$ cat src/rtl/instr_mem_loader.sv
// instr_mem_loader: assembles a UART byte stream (MSB first) into instructions written to
// sequential instruction-memory addresses. Define LOADER_CHECKSUM_EN for a trailing checksum byte.
module instr_mem_loader #(
    parameter int unsigned           ADDR_WIDTH = 6,
    parameter int unsigned           DATA_WIDTH = 32,
    parameter logic [DATA_WIDTH-1:0] HALT_WORD  = 32'hFFFFFFFF
) (
    input  logic                  clk,
    input  logic                  rst,
    input  logic                  i_start,
    input  logic [7:0]            i_rx_data,
    input  logic                  i_rx_valid,
    output logic                  o_wr_en,
    output logic [ADDR_WIDTH-1:0] o_wr_addr,
    output logic [DATA_WIDTH-1:0] o_wr_data,
    output logic                  o_busy,
    output logic                  o_done,
    output logic                  o_overflow,
    output logic [ADDR_WIDTH:0]   o_word_count,
    output logic                  o_chk_err
);

    localparam int unsigned CNT_WIDTH = ADDR_WIDTH + 1;
    localparam int unsigned SH_WIDTH  = DATA_WIDTH - 8;
    localparam logic [ADDR_WIDTH-1:0] LAST_ADDR = '1;

    typedef enum logic [1:0] {
        S_IDLE,
        S_RECV,
        S_CHK,
        S_DONE
    } state_t;

    state_t                state_q, state_d;
    logic [1:0]            byte_idx_q, byte_idx_d;
    logic [SH_WIDTH-1:0]   shreg_q, shreg_d;
    logic                  wr_en_q, wr_en_d;
    logic [ADDR_WIDTH-1:0] wr_addr_q, wr_addr_d;
    logic [DATA_WIDTH-1:0] wr_data_q, wr_data_d;
    logic [CNT_WIDTH-1:0]  count_q, count_d;
    logic                  busy_q, busy_d;
    logic                  done_q, done_d;
    logic                  ovf_q, ovf_d;
    logic                  last_word;
`ifdef LOADER_CHECKSUM_EN
    logic                  chk_err_q, chk_err_d;
    logic [7:0]            xor_q, xor_d;
`endif

    // Next-state and next-output logic; every register output is computed here.
    always_comb begin
        state_d    = state_q;
        byte_idx_d = byte_idx_q;
        shreg_d    = shreg_q;
        wr_en_d    = 1'b0;
        wr_addr_d  = wr_addr_q;
        wr_data_d  = wr_data_q;
        count_d    = count_q;
        done_d     = done_q;
        ovf_d      = ovf_q;
`ifdef LOADER_CHECKSUM_EN
        chk_err_d  = chk_err_q;
        xor_d      = xor_q;
`endif
        // The word being written this cycle ends the load: HALT or the top address.
        last_word  = wr_en_q && ((wr_data_q == HALT_WORD) || (wr_addr_q == LAST_ADDR));

        case (state_q)
            S_IDLE, S_DONE: begin
                if (i_start) begin
                    state_d    = S_RECV;
                    byte_idx_d = 2'd0;
                    wr_addr_d  = '0;
                    count_d    = '0;
                    done_d     = 1'b0;
                    ovf_d      = 1'b0;
`ifdef LOADER_CHECKSUM_EN
                    chk_err_d  = 1'b0;
                    xor_d      = '0;
`endif
                end
            end
            S_RECV: begin
                if (wr_en_q) begin
                    count_d = count_q + CNT_WIDTH'(1);
                    if (wr_addr_q != LAST_ADDR) begin
                        wr_addr_d = wr_addr_q + ADDR_WIDTH'(1);
                    end
                end
                if (last_word) begin
                    ovf_d = (wr_data_q != HALT_WORD);
`ifdef LOADER_CHECKSUM_EN
                    state_d = S_CHK;
`else
                    state_d = S_DONE;
                    done_d  = 1'b1;
`endif
                end else if (i_rx_valid) begin
`ifdef LOADER_CHECKSUM_EN
                    xor_d = xor_q ^ i_rx_data;
`endif
                    if (byte_idx_q == 2'd3) begin
                        wr_en_d   = 1'b1;
                        wr_data_d = {shreg_q, i_rx_data};
                    end else begin
                        shreg_d = {shreg_q[SH_WIDTH-9:0], i_rx_data};
                    end
                    byte_idx_d = byte_idx_q + 2'd1;
                end
            end
`ifdef LOADER_CHECKSUM_EN
            S_CHK: begin
                if (i_rx_valid) begin
                    chk_err_d = (i_rx_data != xor_q);
                    state_d   = S_DONE;
                    done_d    = 1'b1;
                end
            end
`endif
            default: begin
                state_d = S_IDLE;
            end
        endcase

        busy_d = (state_d == S_RECV) || (state_d == S_CHK);
    end

    always_ff @(posedge clk) begin
        if (rst) begin
            state_q    <= S_IDLE;
            byte_idx_q <= '0;
            shreg_q    <= '0;
            wr_en_q    <= 1'b0;
            wr_addr_q  <= '0;
            wr_data_q  <= '0;
            count_q    <= '0;
            busy_q     <= 1'b0;
            done_q     <= 1'b0;
            ovf_q      <= 1'b0;
`ifdef LOADER_CHECKSUM_EN
            chk_err_q  <= 1'b0;
            xor_q      <= '0;
`endif
        end else begin
            state_q    <= state_d;
            byte_idx_q <= byte_idx_d;
            shreg_q    <= shreg_d;
            wr_en_q    <= wr_en_d;
            wr_addr_q  <= wr_addr_d;
            wr_data_q  <= wr_data_d;
            count_q    <= count_d;
            busy_q     <= busy_d;
            done_q     <= done_d;
            ovf_q      <= ovf_d;
`ifdef LOADER_CHECKSUM_EN
            chk_err_q  <= chk_err_d;
            xor_q      <= xor_d;
`endif
        end
    end

    assign o_wr_en      = wr_en_q;
    assign o_wr_addr    = wr_addr_q;
    assign o_wr_data    = wr_data_q;
    assign o_busy       = busy_q;
    assign o_done       = done_q;
    assign o_overflow   = ovf_q;
    assign o_word_count = count_q;
`ifdef LOADER_CHECKSUM_EN
    assign o_chk_err    = chk_err_q;
`else
    assign o_chk_err    = 1'b0;
`endif

endmodule

$ cat config.mk
export PLATFORM = sky130hd
export DESIGN_NAME = instr_mem_loader
export DESIGN_NICKNAME = d
export VERILOG_FILES = /design/src/rtl/instr_mem_loader.sv
export SDC_FILE = /design/constraint.sdc
export NUM_CORES = 1
export LEC_CHECK = 0
export ABC_AREA = 1
export CAP_MARGIN = 25
export CORE_ASPECT_RATIO = 0.6
export CORE_MARGIN = 2
export CORE_UTILIZATION = 45
export DETAILED_ROUTE_END_ITERATION = 10
export GPL_TIMING_DRIVEN = 0
export PLACE_DENSITY = 0.7
export SKIP_CTS_REPAIR_TIMING = 1
export SLEW_MARGIN = 30
export SYNTH_ARGS = -nofsm -noshare
export SYNTH_HDL_FRONTEND = slang
export SYNTH_SLANG_ARGS = --single-unit
$ cat constraint.sdc
create_clock -name clk -period 3 [get_ports clk]
set_input_delay 0.6 -clock clk [delete_from_list [all_inputs] [get_ports clk]]
set_output_delay 0.6 -clock clk [all_outputs]
set_load 0.005 [all_outputs]
==> results_dict.tcl <==
set metrics [dict create \
    internal-power_uw 1914 \
    synthFlopType "dfxtp_1" \
    cts_buffer_depth 2 \
    power.density_mw_per_mm2 552.9 \
    p_seq_share_pct 42.9 \
    gp_congestion 0.8509 \
    tightest_slew_ps 777.2 \
    wl_per_cell_um 14.85 \
    synth-edff-count 0 \
    drive_gt1_share_pct 9.627 \
    fillers 682 \
    via_per_inst 5.303 \
    synth_top_area_share_pct 45.63 \
    cts_sinks 77 \
    postSynthCellCount 433 \
    drt-total-wl_um 9100 \
    antennaDiodeCount 0 \
    final.min_clock_period_ps 2110 \
    num_io_pins 62 \
    core_mm2 0.007267 \
    finalSetupTns_ps 0 \
    rsz0062_at_grt "no" \
    min_path_type "reg -> reg" \
    crit_required_ps 3230 \
    yosysTopAreaCell "dfxtp_1" \
    drv_cap 0 \
    outcome "finished clean" \
    start_util_pct 46.49 \
    slew_viol_final 0 \
    path_clk_slew_ps 60 \
    yosys.cell_count.top_type "nand2_1" \
    vdd.ir_drop.worst_v 0.0003374 \
    antenna_found_initial 0 \
    grt_pass1_wl_um 14820 \
    num_rows 24 \
    fp.dieH_um 71.12 \
    nets 522 \
    timing.fmax_ghz 0.4739 \
    cp-start-kind "register" \
    synth_area_mm2 0.003378 \
    io_buffers 60 \
    htree_num_levels 3 \
    netlist_top_cells_count "101 x nand2_1, 77 x dfxtp_1, 73 x a21oi_1, 60 x nand4_1, 24 x nor2_1" \
    area_growth_pct 31.70 \
    cts-root-buf "clkbuf_16" \
    ys_async_sr_fraction_pct 0 \
    seq_area_mm2 0.001541 \
    arrival_ps 2340 \
    dieArea_mm2 0.008239 \
    grt_overflow_total 0 \
    die_w_um 115.9 \
    p_leak_uw 0.001529 \
    cts_tree "built" \
    grt_max_degree 14 \
    fin_util_pct 61.23 \
    drcViolationCount 0 \
    yosysUniqueCellTypes 29 \
    power.switching_uw 546.3 \
    grt_pass1_vias 3011 \
    dp_hpwl_um 6541 \
    p_clk_share_pct 50.4 \
    reg2reg_slack_ps 890 \
    final_antenna_net_count 0 \
    ys_seq_area_share_pct 45.63 \
    clk_latency_ps 340 \
    multi_input_area_mm2 0.001540 \
    finalSetupViolCount 0 \
    firstDrtPassIters 5 \
    numCtsBuffers 9 \
    endpoint_kind "register" \
    syn_nets 451 \
    hold_violations 0 \
    swShare_pct 22.21 \
    power_frac_comb_pct 6.8 \
    routed-via-count 3251 \
    maxSlewHeadroom_pct 47.75 \
    drt_iter0_drc 189 \
    post-route-period-util_pct 70.35 \
    yosysWarnings 0 \
    synth_top_cells_by_area "dfxtp_1 46%, nand2_1 11%, nand4_1 11%" \
    skew_ps 6.677 \
    ys_seq_elements 77 \
    worstPathMaxFanout 5 \
    grt.total_usage_pct 23.33 \
    syn_avg_cell_area_um2 7.802 \
    criticalPathCategory "reg -> reg" \
]
kinds of logic after synthesis:
family,after synthesis,synth area share [%]
simple gates,209,30.26
fa+ha+maj,6,2.222
other cells,1,0.1110
buf+inv,56,8.778
xor+xnor,1,0.2593
flops,77,45.63
compound gates,83,12.74
worst paths after layout:
path                 start               to  cells after the start
max             state_q[0]  o_word_count[4]                      8
min          byte_idx_q[1]    byte_idx_q[1]                      2
max reg2reg     state_q[0]  o_word_count[4]                      8
min reg2reg  byte_idx_q[1]    byte_idx_q[1]                      2
registers in the layout, indices dropped and copies added (netlist names), 2 cells and up:
| signal | count |
|---|---|
| o_word_count | 7 |
| byte_idx_q | 2 |
| state_q | 2 |
| o_wr_data | 32 |
| shreg_q | 24 |
| o_wr_addr | 6 |
worst max-delay path: stages, from the launching register on:
cell and delay, ps:
dfxtp_1 370, inv_1 80, ha_1 360, nand2_1 190, inv_1 80, o31ai_1 640, inv_1 140, nand2_1 100
a21oi_1 40
power by group through the flow:
stage / Clock, uW / Combinational (uW) / Sequential [uW]
after global routing: 1300 / 181 / 1060
after floorplan: 0 / 104 / 1070
after detailed placement: 0 / 162 / 1080
after global placement: 0 / 157 / 1080
final: 1240 / 166 / 1050
after CTS: 1260 / 164 / 1050
per-stage QoR:
stage          hold WS [ps]  power (uW)  instances  cell area, um2  worst slack [ps]
2_1_floorplan         439.7        1176        433            3378              1286
3_3_place_gp          448.0        1233        597            4109             583.1
3_5_place_dp          455.3        1238        597            4109             591.9
4_1_cts               463.8        2478        613            4449             889.9
5_1_grt               483.6        2535        613            4449             676.8
6_report              466.8        2460        613            4449             889.6
placed cells by master, fill, tap and decap left out, types with 3 or more instances in the layout:
cell | netlist | layout
nand2_1 | 101 | 101
dfxtp_1 | 77 | 77
a21oi_1 | 73 | 73
nand4_1 | 60 | 60
clkdlybuf4s50_1 | 0 | 60
nor2_1 | 24 | 24
inv_1 | 18 | 18
nand3_1 | 9 | 9
clkbuf_1 | 8 | 9
buf_6 | 9 | 9
clkbuf_16 | 0 | 9
inv_2 | 6 | 6
o21ai_0 | 6 | 6
buf_1 | 6 | 6
buf_2 | 6 | 6
ha_1 | 6 | 6
nor3_1 | 4 | 4
nand2_2 | 3 | 3
buf_4 | 3 | 3
bufinv_16 | 0 | 3
final cells by class:
cell class              count  share of cell area [%]
well taps                 104                   2.925
flip-flops and latches     77                   34.65
plain buffers              32                   4.640
clock inverters             6                   2.503
repair buffers             60                   13.50
inverters                  24                   2.025
clock buffers              10                   5.146
multi-input cells         300                   34.62
per-layer routing:
metal  wire, um  vias to the layer above  share of wire (%)  GRT usage (%)
met3        565                        6                6.2          6.855
met4         51                        0               0.56          5.159
met5          0                        -                  0              0
met1       4638                     1510                 51          34.92
met2       3844                      100                 42          33.20
li1           -                     1635                  -              -
Note: power is estimated with default switching activity, not from simulation.
